`src/rtl/datapath_controller.sv`:
```
// Moore sequencer for the lab datapath: latches one 16-bit instruction per start handshake
// and steps the register file, shifter, ALU and status register through it.
module datapath_controller #(
    parameter int unsigned W     = 16,
    parameter int unsigned IMM_W = 8
) (
    input  logic         clk,
    input  logic         rst,
    input  logic         start,
    input  logic [15:0]  instr,
    output logic         waiting,
    output logic         done,
    output logic         illegal,
    output logic [2:0]   r_addr,
    output logic [2:0]   w_addr,
    output logic         w_en,
    output logic         en_A,
    output logic         en_B,
    output logic         en_C,
    output logic         en_status,
    output logic         sel_A,
    output logic         vsel,
    output logic [1:0]   shift,
    output logic [1:0]   ALU_op,
    output logic [W-1:0] sximm8
);

    localparam logic [2:0] S_WAIT   = 3'd0;
    localparam logic [2:0] S_DECODE = 3'd1;
    localparam logic [2:0] S_WR_IMM = 3'd2;
    localparam logic [2:0] S_GET_A  = 3'd3;
    localparam logic [2:0] S_GET_B  = 3'd4;
    localparam logic [2:0] S_EXEC   = 3'd5;
    localparam logic [2:0] S_WRITE  = 3'd6;

    localparam logic [2:0] OPC_MOV = 3'b110;
    localparam logic [2:0] OPC_ALU = 3'b101;

    function automatic logic is_mov_imm(input logic [15:0] i);
        return (i[15:13] == OPC_MOV) && (i[12:11] == 2'b10);
    endfunction

    function automatic logic is_mov_reg(input logic [15:0] i);
        return (i[15:13] == OPC_MOV) && (i[12:11] == 2'b00);
    endfunction

    function automatic logic is_mvn(input logic [15:0] i);
        return (i[15:13] == OPC_ALU) && (i[12:11] == 2'b11);
    endfunction

    function automatic logic is_cmp(input logic [15:0] i);
        return (i[15:13] == OPC_ALU) && (i[12:11] == 2'b01);
    endfunction

    logic [2:0]   state_q, state_d;
    logic [15:0]  instr_q, instr_d;

    logic         waiting_q, waiting_d;
    logic         done_q, done_d;
    logic         illegal_q, illegal_d;
    logic [2:0]   r_addr_q, r_addr_d;
    logic [2:0]   w_addr_q, w_addr_d;
    logic         w_en_q, w_en_d;
    logic         en_a_q, en_a_d;
    logic         en_b_q, en_b_d;
    logic         en_c_q, en_c_d;
    logic         en_status_q, en_status_d;
    logic         sel_a_q, sel_a_d;
    logic         vsel_q, vsel_d;
    logic [1:0]   shift_q, shift_d;
    logic [1:0]   alu_op_q, alu_op_d;
    logic [W-1:0] sximm8_q, sximm8_d;

    // Next state and instruction latch
    always_comb begin
        state_d = state_q;
        instr_d = instr_q;
        case (state_q)
            S_WAIT: begin
                if (start) begin
                    instr_d = instr;
                    state_d = S_DECODE;
                end
            end
            S_DECODE: begin
                if (is_mov_imm(instr_q))
                    state_d = S_WR_IMM;
                else if (is_mov_reg(instr_q) || is_mvn(instr_q))
                    state_d = S_GET_B;
                else if (instr_q[15:13] == OPC_ALU)
                    state_d = S_GET_A;
                else
                    state_d = S_WAIT;
            end
            S_WR_IMM: state_d = S_WAIT;
            S_GET_A:  state_d = S_GET_B;
            S_GET_B:  state_d = S_EXEC;
            S_EXEC:   state_d = is_cmp(instr_q) ? S_WAIT : S_WRITE;
            S_WRITE:  state_d = S_WAIT;
            default:  state_d = S_WAIT;
        endcase
    end

    // Moore outputs decoded from the upcoming state so they can be registered with it
    always_comb begin
        waiting_d   = 1'b0;
        done_d      = 1'b0;
        illegal_d   = 1'b0;
        r_addr_d    = 3'd0;
        w_addr_d    = 3'd0;
        w_en_d      = 1'b0;
        en_a_d      = 1'b0;
        en_b_d      = 1'b0;
        en_c_d      = 1'b0;
        en_status_d = 1'b0;
        sel_a_d     = 1'b0;
        vsel_d      = 1'b0;
        shift_d     = 2'b00;
        alu_op_d    = 2'b00;
        sximm8_d    = {{(W-IMM_W){instr_d[IMM_W-1]}}, instr_d[IMM_W-1:0]};
        case (state_d)
            S_WAIT:   waiting_d = 1'b1;
            S_DECODE: illegal_d = !(is_mov_imm(instr_d) || is_mov_reg(instr_d) ||
                                    (instr_d[15:13] == OPC_ALU));
            S_WR_IMM: begin
                w_addr_d = instr_d[10:8];
                vsel_d   = 1'b1;
                w_en_d   = 1'b1;
                done_d   = 1'b1;
            end
            S_GET_A: begin
                r_addr_d = instr_d[10:8];
                en_a_d   = 1'b1;
            end
            S_GET_B: begin
                r_addr_d = instr_d[2:0];
                en_b_d   = 1'b1;
            end
            S_EXEC: begin
                shift_d = instr_d[4:3];
                if (instr_d[15:13] == OPC_MOV)
                    sel_a_d = 1'b1;
                else
                    alu_op_d = instr_d[12:11];
                if (is_cmp(instr_d)) begin
                    en_status_d = 1'b1;
                    done_d      = 1'b1;
                end else begin
                    en_c_d = 1'b1;
                end
            end
            S_WRITE: begin
                w_addr_d = instr_d[7:5];
                w_en_d   = 1'b1;
                done_d   = 1'b1;
            end
            default: waiting_d = 1'b0;
        endcase
    end

    always_ff @(posedge clk or posedge rst) begin
        if (rst) begin
            state_q     <= S_WAIT;
            instr_q     <= 16'd0;
            waiting_q   <= 1'b1;
            done_q      <= 1'b0;
            illegal_q   <= 1'b0;
            r_addr_q    <= 3'd0;
            w_addr_q    <= 3'd0;
            w_en_q      <= 1'b0;
            en_a_q      <= 1'b0;
            en_b_q      <= 1'b0;
            en_c_q      <= 1'b0;
            en_status_q <= 1'b0;
            sel_a_q     <= 1'b0;
            vsel_q      <= 1'b0;
            shift_q     <= 2'b00;
            alu_op_q    <= 2'b00;
            sximm8_q    <= '0;
        end else begin
            state_q     <= state_d;
            instr_q     <= instr_d;
            waiting_q   <= waiting_d;
            done_q      <= done_d;
            illegal_q   <= illegal_d;
            r_addr_q    <= r_addr_d;
            w_addr_q    <= w_addr_d;
            w_en_q      <= w_en_d;
            en_a_q      <= en_a_d;
            en_b_q      <= en_b_d;
            en_c_q      <= en_c_d;
            en_status_q <= en_status_d;
            sel_a_q     <= sel_a_d;
            vsel_q      <= vsel_d;
            shift_q     <= shift_d;
            alu_op_q    <= alu_op_d;
            sximm8_q    <= sximm8_d;
        end
    end

    assign waiting   = waiting_q;
    assign done      = done_q;
    assign illegal   = illegal_q;
    assign r_addr    = r_addr_q;
    assign w_addr    = w_addr_q;
    assign w_en      = w_en_q;
    assign en_A      = en_a_q;
    assign en_B      = en_b_q;
    assign en_C      = en_c_q;
    assign en_status = en_status_q;
    assign sel_A     = sel_a_q;
    assign vsel      = vsel_q;
    assign shift     = shift_q;
    assign ALU_op    = alu_op_q;
    assign sximm8    = sximm8_q;

endmodule

```
`config.mk`:
```
export PLATFORM = sky130hd
export DESIGN_NAME = datapath_controller
export DESIGN_NICKNAME = d
export VERILOG_FILES = /design/src/rtl/datapath_controller.sv
export SDC_FILE = /design/constraint.sdc
export NUM_CORES = 1
export LEC_CHECK = 0
export ABC_CLOCK_PERIOD_IN_PS = 2400
export CAP_MARGIN = 20
export CORE_MARGIN = 2
export CORE_UTILIZATION = 50
export DETAILED_ROUTE_END_ITERATION = 8
export PLACE_DENSITY = 0.88
export SYNTH_ARGS = -nofsm -noshare
export SYNTH_HDL_FRONTEND = slang
export SYNTH_SLANG_ARGS = --single-unit
```
`constraint.sdc`:
```
create_clock -name clk -period 2.4 [get_ports clk]
set_input_delay 0.48 -clock clk [delete_from_list [all_inputs] [get_ports clk]]
set_output_delay 0.48 -clock clk [all_outputs]
set_load 0.005 [all_outputs]
```
==> results of run 1 <==
-- how the worst max path moves through the flow --
stage / end / slack (ps) / depth (start not counted)
finish: done / 460 / 5
floorplan: r_addr[1] / 820 / 6
global route: done / 300 / 5
global placement: r_addr[2] / 300 / 6
CTS: done / 470 / 5
detailed placement: done / 240 / 6
-- report_power, final --
part | internal, uW | switching, uW | total (uW)
clock | 246 | 209 | 455
sequential | 900 | 216 | 1120
combinational | 728 | 471 | 1200
-- worst register-to-register path: cells and delay by family, from the launching register on --
kind	cells	cell delay, ps
and+or+nand+nor	2	530
DFF	1	610
muxes	1	330
buffers and inverters	1	250
AOI/OAI and AO/OA	1	150
-- metal layers --
| metal | vias up | track usage (%) | wire length (um) |
|---|---|---|---|
| met5 | - | 0 | 0 |
| met4 | 0 | 7.979 | 70 |
| met3 | 9 | 6.514 | 241 |
| met1 | 609 | 19.58 | 1313 |
| li1 | 611 | - | - |
| met2 | 48 | 28.65 | 1741 |
-- kinds of logic (layout without fill, tap and decap cells) --
| family | after synthesis | count (layout) | synth area share, % |
|---|---|---|---|
| simple gates | 39 | 39 | 13.26 |
| compound gates | 27 | 27 | 11.47 |
| flops | 39 | 39 | 53.64 |
| buf+inv | 30 | 75 | 11.26 |
| mux | 17 | 17 | 10.37 |
-- cells in the final DEF (no fill, tap or decap), types with 2 or more instances in the layout --
master,netlist,layout
a21oi_1,4,4
and3_1,2,2
buf_4,16,3
clkbuf_4,0,5
clkdlybuf4s50_1,0,54
dfrtp_1,38,38
inv_1,10,10
mux2_2,11,11
mux2i_1,5,5
nand2_1,9,9
nand2b_1,3,3
nand3_1,4,4
nand3b_1,2,2
nand4b_1,2,2
nor2_1,5,5
nor2b_1,3,3
nor3_1,2,2
o211ai_1,3,3
o21ai_0,6,6
o31ai_1,2,2
-- final cells by class --
cell class	instances	area, um^2
clock buffers	6	51.30
fillers	236	1055
clock inverters	2	35.03
repair buffers	57	563.0
multi-input cells	83	639.4
flip-flops and latches	39	977.2
well taps	46	57.56
inverters	10	37.54
-- stage by stage --
step	utilization, %	cell area [um^2]
floorplan	-	1822
global placement	66.59	2275
detailed placement	66.59	2275
CTS	69.12	2361
global route	69.12	2361
finish	69.12	2361
-- flip-flops by register name (all words and copies together) (netlist names), 2 cells and up --
name / cells
instr_q: 9
sximm8: 7
r_addr: 3
state_q: 3
w_addr: 3
ALU_op: 2
shift: 2
==> metrics.md, run 1 <==
| Metric | Value |
|---|---|
| Post-CTS Setup Inserts | `0` |
| Asr flop ratio synth | `100.0%` |
| Slowest CP cell | `dfrtp_1` |
| Worst-path fanout max | `17` |
| Post-synth top area cell | `dfrtp_1` |
| Die footprint | `0.004142 mm^2` |
| Final hold vios | `0` |
| Max frequency | `516.7 MHz` |
| Leak | `0.001044 uW` |
| Maxcap violations | `0` |
| Synth warn | `0` |
| Mapped Cells | `about 150` |
| PnR worst setup slack | `464.6 ps` |
| Hpwl dp | `2464 um` |
| Post-CTS Hold Buffers | `0` |
| Syn_area_per_cell | `11.99 um^2` |
| Die Ht | `64.36 um` |
| Final worst clock skew | `3.153 ps` |
| CP peak stage delay | `slightly above 600 ps` |
| Die width | `64.36 um` |
| Share of layout cells above drive strength 1 | `15.23%` |
| CTS Sinks | `39` |
| Slew at the pin with the worst max-slew slack | `570.9 ps` |
| Total grt overflow | `0` |
| Most common library cells after synthesis | `dfrtp_1 (38), buf_4 (16), mux2_2 (11), inv_1 (10), nand2_1 (9)` |
| Syn_nets | `171` |
| # port buffers | `between 50 and 60` |
| Critical Path Start | `state_q[2]` |
| Critical Path AT | `2220 ps` |
| Clock Tree Buf Depth | `2` |
| Crit-path cells | `nor4b_4 > buf_4 > mux2i_1 > nand3_1 > o21ai_1` |
| Status | `completed` |
| #FFs+latches synth | `39` |
| Wire per inst | `13.85 um` |
| Post-synthesis cell area | `0.001822 mm^2` |
| Startpoint Class | `flop` |
| CTS tree | `done` |
| Setup Total Neg Slack | `0 ps` |
| FF-to-FF path depth | `5` |
| Vias | `1,277` |
| Largest net degree at the start of global routing | `40` |
| Worst R2R Start | `state_q[2]` |
| CTS buffer count | `5` |
| GR Util All Layers | `between 15 and 20%` |
| Setup Crit Path Kind | `reg2reg` |
| Clock-pin slew on the worst setup and hold paths | `about 110 ps` |
| Synth top area cells | `dfrtp_1 (52%), mux2_2 (6.8%), buf_4 (6.6%)` |
| Crit path time final | `1935 ps` |
| Dpl ws | `236.9 ps` |
| Worst min-delay path class | `in2async` |
| Final Max Tran Viols | `0` |
| # DRC | `0` |
| Non-filler cells, final | `243` |
| First DRT Iteration DRCs | `38` |
| Htree depth | `2` |
| Post-synth top area share | `52.20%` |
| # setup viols final | `0` |
| Critical R2R Capture | `done` |
| Seq/Total Area, Yosys | `53.64%` |
| Fin Hold WS | `532.6 ps` |
| Worst EP required | `2680 ps` |
| CP Capture Type | `flop` |
| Total Routed Length | `3366 um` |
| Antenna diodes | `0` |
| Layout Nets | `215` |
| Count of cell types in the netlist | `42` |
| Vias per cell | `approximately 5.3` |
| Worst path buffer plus inverter count | `1` |
| Number of routed nets with antenna violations | `0` |
| Total power | `2771 uW` |
| Crit path max-delay family | `flip-flops` |
| # IOs | `55` |
| RSZ-0062 raised after global routing | `false` |
| Slew headroom | `61.94%` |
| Initial core utilization | `a little over half` |
| Ratio of final minimum period to clock period | `80.64%` |
| Root buffer cell | `clkbuf_4` |
| # rows | `21` |
| Vias in the first global route | `1,144` |
| Initial antenna violation count | `0` |
| RD Place Congestion | `0.8652` |
| Most common cell in the netlist | `dfrtp_1` |
| R2R Setup Slk | `460 ps` |
| PostCTS Resize Cnt | `0` |
| Dominant synthesized flop cell | `dfrtp_1` |
| Placed cell count | `between 200 and 250` |
| Pre-antenna DRT Iters | `4` |
| Worst skew pair latency | `350 ps` |
| Area grow syn2layout | `29.60%` |
| EDFF count, synth | `0` |
| First-pass GRT wire length | `5306 um` |
| Core ar. | `0.003416 mm^2` |
| Pwr dens | `1174 mW/mm^2` |
| Worst VDD drop | `~0.00057 V` |
Power figures use the tool's default switching activity.
==> run 2: changes to the inputs <==
- ABC_CLOCK_PERIOD_IN_PS: 2400 -> 1900
- CORE_UTILIZATION: 50 -> 46
- PLACE_DENSITY: 0.88 -> 0.83
- clock period: 2.4 -> 1.9 ns (I/O delays scaled with it)
==> run 2 against run 1 <==
  * Non-clock buffer count increased by 4
  * Clock power rose by 22%
  * Worst setup slack got worse by 290 ps
  * Critical path depth shrank 1
  * Final area grew 2.0%
  * Count of clock-buffer cells in the layout unchanged
  * Combinational power grew 38%
  * Global-route usage increased by 1.4 points
  * Via count grew 2.6%
  * Core utilization decreased by 4.8 points
  * Sequential power is 23% higher
  * First-iteration DRC count increased by 47%
  * Critical path type unchanged
  * Largest power group unchanged
==> metrics.md, run 2 (synthesized netlist as in run 1, its figures left out) <==
| Metric | Value |
|---|---|
| Multi-input gate area | `639.4 um^2` |
| Critical Path Start | `instr_q[12]` |
| Setup Crit Path Kind | `reg2reg` |
| Filler instances | `roughly 290` |
| Number of routed nets with antenna violations | `0` |
| CP Capture Type | `flop` |
| Post-CTS Hold Buffers | `0` |
| Die Ht | `66.93 um` |
| Htree depth | `2` |
| Setup Total Neg Slack | `0 ps` |
| Largest net degree at the start of global routing | `40` |
| Max reg flops | `9` |
| # setup viols final | `0` |
| Initial core utilization | `48.66%` |
| RD Place Congestion | `0.8361` |
| Max frequency | `579.1 MHz` |
| Worst VDD drop | `0.0006766 V` |
| Worst min-delay path class | `in2async` |
| Total Routed Length | `3682 um` |
| # port buffers | `54` |
| First-pass GRT wire length | `6072 um` |
| Leak | `0.001067 uW` |
| Pwr dens | `1489 mW/mm^2` |
| Hpwl dp | `2743 um` |
| Critical Path AT | `1890 ps` |
| GR Util All Layers | `18.64%` |
| CTS Sinks | `39` |
| Pre-antenna DRT Iters | `4` |
| Maxcap violations | `0` |
| Layout Nets | `219` |
| Antenna diodes | `0` |
| Status | `completed` |
| CTS tree | `done` |
| Final worst clock skew | `roughly 1.4 ps` |
| RSZ-0062 raised after global routing | `false` |
| Vias | `1,310` |
| Crit path time final | `1727 ps` |
| Placed cell count | `around 240` |
| Wire per inst | `between 10 and 15 um` |
| Vias in the first global route | `1,340` |
| # DRC | `0` |
| PostCTS Resize Cnt | `0` |
| Top reg by flops | `instr_q` |
| Die width | `66.93 um` |
| Clock-pin slew on the worst setup and hold paths | `70 ps` |
| Non-filler cells, final | `248` |
| Most common cell after layout, fill and taps aside | `clkdlybuf4s50_1` |
| Core ar. | `about 0.0037 mm^2` |
| Vias per cell | `5.282` |
| CTS buffer count | `5` |
| Worst-path fanout max | `9` |
| Register Area | `~980 um^2` |
| # rows | `22` |
| Area grow syn2layout | `32.14%` |
| Final hold vios | `0` |
| Most frequent cells in the layout | `clkdlybuf4s50_1 (54), dfrtp_1 (38), mux2_2 (11)` |
| Clock Tree Buf Depth | `2` |
| Die footprint | `roughly 0.0045 mm^2` |
| First DRT Iteration DRCs | `56` |
| Post-CTS Setup Inserts | `0` |
| Worst skew pair latency | `290 ps` |
| Worst EP required | `between 2000 and 2500 ps` |
| Total grt overflow | `0` |
| Root buffer cell | `clkbuf_8` |
| Fin util | `64.30%` |
| Slew headroom | `just under 70%` |
| Initial antenna violation count | `0` |
| Total power | `around 3600 uW` |
| # IOs | `55` |
| Final Max Tran Viols | `0` |
| Ratio of final minimum period to clock period | `90.88%` |
| Slew at the pin with the worst max-slew slack | `between 400 and 500 ps` |
| Worst R2R Start | `instr_q[12]` |
| Startpoint Class | `flop` |
| Share of layout cells above drive strength 1 | `16.50%` |
==> run 2: cell types whose count changed in the layout (fill, tap and decap cells not counted) <==
cell       change
clkbuf_4       -5
bufinv_16      -1
clkbuf_8       +5
buf_12         +1
buf_4          +3
==> run 2: through the flow <==
step	hold WS (ps)	setup WS, ps	cell area [um^2]
2_1_floorplan	461.2	320.7	1822
3_3_place_gp	492.7	-60.65	2320
3_5_place_dp	517.9	-137.3	2320
4_1_cts	524.2	159.9	2407
5_1_grt	544.6	7.164	2407
6_report	516.5	173.2	2407
==> run 2: layer usage <==
layer / routed length, um / vias up / global-route usage [%]
met2: 1803 / 60 / 30.75
li1: - / 612 / -
met1: 1482 / 629 / 21.82
met3: 320 / 9 / 6.757
met5: 0 / - / 0
met4: 75 / 0 / 7.908
==> run 2: cell type report <==
| type | count | area share (%) |
|---|---|---|
| Clock buffer | 6 | 3.430 |
| Clock inverter | 1 | 0.2079 |
| Inverter | 10 | 1.559 |
| Multi-Input combinational cell | 83 | 26.56 |
| Sequential cell | 39 | 40.59 |
| Tap cell | 48 | 2.495 |
| Timing Repair Buffer | 61 | 25.16 |
==> run 2: report_power, final <==
part	switching [uW]	internal, uW	total (uW)
clock	269	284	554
combinational	663	984	1650
sequential	243	1140	1380
total	1170	2410	3580
==> run 2: worst paths after layout <==
check,endpoint,slack [ps],depth (start not counted)
setup / recovery,w_addr[2],170,4
hold / removal,vsel,520,3
setup reg to reg,w_addr[2],170,4
hold reg to reg,sximm8[0],530,1
max in group asynchronous,waiting,1040,3
min in group clk,sximm8[0],530,1
==> run 2: critical path, cell delays in order, from the launching register on <==
cell and delay, ps:
dfrtp_1 480, or4b_4 570, a21boi_4 230, o31a_4 210
o31ai_1 100
==> run 3: changes to the inputs <==
- SETUP_SLACK_MARGIN: not set -> 0.5
==> run 3 against run 2 <==
  * Combinational power up 35%
  * Global-route usage increased by 1.8 points
  * Worst setup slack improved by 45 ps
  * Register-to-register slack gained 40 ps
  * Non-clock buffer count up 19
  * First-iteration DRC count grew 63%
==> metrics.md, run 3 (synthesized netlist as in run 1, its figures left out) <==
| Metric | Value |
|---|---|
| Status | `completed` |
| Largest net degree at the start of global routing | `40` |
| Setup Total Neg Slack | `0 ps` |
| Filler instances | `250` |
| Die footprint | `0.004480 mm^2` |
| Setup Crit Path Kind | `reg2reg` |
| Initial antenna violation count | `0` |
| Maxcap violations | `0` |
| M1 GR Usage | `around a quarter` |
| Register Area | `~1000 um^2` |
| Area grow syn2layout | `51.79%` |
| Core ar. | `0.003744 mm^2` |
| CTS Sinks | `39` |
| Placed cell count | `around 240` |
| CTS buffer count | `5` |
| R2R Setup Slk | `220 ps` |
| # DRC | `0` |
| Clock Tree Buf Depth | `2` |
| Antenna diodes | `0` |
| Fin Hold WS | `447.2 ps` |
| First-pass GRT wire length | `6713 um` |
| Top reg by flops | `instr_q` |
| RSZ-0062 raised after global routing | `true` |
| Max frequency | `about 590 MHz` |
| Met2 Track Usage GR | `34.38%` |
| Leak | `0.001359 uW` |
| Pwr dens | `1565 mW/mm^2` |
| Wire per inst | `16.22 um` |
| RD Place Congestion | `0.7799` |
| Startpoint Class | `flop` |
| Hpwl dp | `2662 um` |
| Die Ht | `66.93 um` |
| Crit path time final | `1682 ps` |
| Worst path buffer plus inverter count | `1` |
| # setup viols final | `0` |
| Root buffer cell | `clkbuf_8` |
| Worst VDD drop | `around 0.00084 V` |
| Die width | `66.93 um` |
| Critical R2R Capture | `illegal` |
| Global routing's busiest layer | `met2` |
| Final worst clock skew | `4.168 ps` |
| Multi-input gate area | `slightly above 800 um^2` |
| Number of routed nets with antenna violations | `0` |
| Most frequent cells in the layout | `dfrtp_1 (30), dlygate4sd2_1 (27), clkdlybuf4s50_1 (22)` |
| Vias | `1,399` |
| Crit path max-delay family | `simple AND/OR/NAND/NOR gates` |
| Post-CTS Hold Buffers | `0` |
| First DRT Iteration DRCs | `91` |
| GR Util All Layers | `slightly above 20%` |
| Worst min-delay path class | `in2async` |
| Final hold vios | `0` |
| # port buffers | `54` |
| Worst skew pair latency | `290 ps` |
| CTS tree | `done` |
| # IOs | `55` |
| Pre-antenna DRT Iters | `4` |
| Layout Nets | `238` |
| Crit-path cells | `nor4b_4 > buf_6 > mux2_4 > a21oi_2 > nor3_1` |
| Initial core utilization | `48.66%` |
| Slowest CP cell | `dfrtp_2` |
| Total grt overflow | `0` |
| Most common cell after layout, fill and taps aside | `dfrtp_1` |
| Slew at the pin with the worst max-slew slack | `405.3 ps` |
| Total Routed Length | `4346 um` |
| Slew headroom | `72.98%` |
| Non-filler cells, final | `268` |
| Clock-pin slew on the worst setup and hold paths | `~80 ps` |
| # rows | `22` |
| FF-to-FF path depth | `5` |
| Worst R2R Start | `state_q[0]` |
| Total power | `4326 uW` |
| Final Max Tran Viols | `0` |
| Htree depth | `2` |
| Ratio of final minimum period to clock period | `about nine tenths` |
| Worst-path fanout max | `7` |
| Worst EP required | `around 2100 ps` |
| Critical Path AT | `1860 ps` |
| CP Capture Type | `flop` |
| Max reg flops | `9` |
| CP peak stage delay | `430 ps` |
| Vias per cell | `5.220` |
| GR Util met3 | `approximately 5.4%` |
| Vias in the first global route | `1,390` |
| Share of layout cells above drive strength 1 | `39.55%` |
run 3: changes by cell type in the layout (fill, tap and decap cells not counted), moves of 4 or more:
cell	delta
dlygate4sd2_1	+27
clkdlybuf4s50_1	-32
mux2_2	-11
dfrtp_1	-8
buf_6	+10
dfrtp_2	+8
mux2i_4	+4
mux2i_1	-5
buf_4	+9
o21ai_0	-4
mux2_4	+11
run 3: worst max path at each step:
stage | from | end | slack [ps] | depth (start not counted)
after global placement | start | r_addr[1] | -50 | 6
after floorplan | state_q[2] | done | 380 | 5
after CTS | state_q[0] | done | 250 | 5
after detailed placement | start | w_addr[0] | -110 | 6
after global routing | state_q[0] | done | 160 | 5
final | state_q[0] | illegal | 220 | 5
run 3: worst register-to-register path, stage by stage, from the launching register on:
cell	delay [ps]
dfrtp_2	430
nor4b_4	410
buf_6	220
mux2_4	350
a21oi_2	110
nor3_1	50
run 3: per-layer routing:
metal	wire length, um	part of all wire (%)
met5	0	0
met4	42	0.97
met3	307	7.1
met2	2251	52
met1	1744	40
run 3: area by class of cell:
cell class,count,share of cell area [%]
clock buffers,6,2.986
inverters,10,1.357
well taps,48,2.172
clock inverters,2,1.267
repair buffers,80,27.10
multi-input cells,83,29.41
flip-flops and latches,39,35.70
run 3: through the flow:
stage,setup WS (ps),instance area (um^2),util [%]
final,218.1,2765,73.86
after CTS,250.3,2635,70.39
after global routing,161.0,2765,73.86
after floorplan,379.5,1876,-
after detailed placement,-113.0,2381,63.60
after global placement,-54.47,2381,63.60
run 3: what timing repair did:
action                                  4_1_cts  5_1_grt
pin swaps                                     7        5
gates resized for setup                      50       32
setup buffers                                12        5
cloned                                        1        0
endpoints found under the setup margin       69       46
run 3: power breakdown:
part	internal, uW	leakage, uW	switching, uW	total [uW]
Clock	425	0.0000612	289	714
Sequential	1160	0.000490	237	1390
Combinational	1290	0.000807	932	2220
Total	2870	0.00136	1460	4330
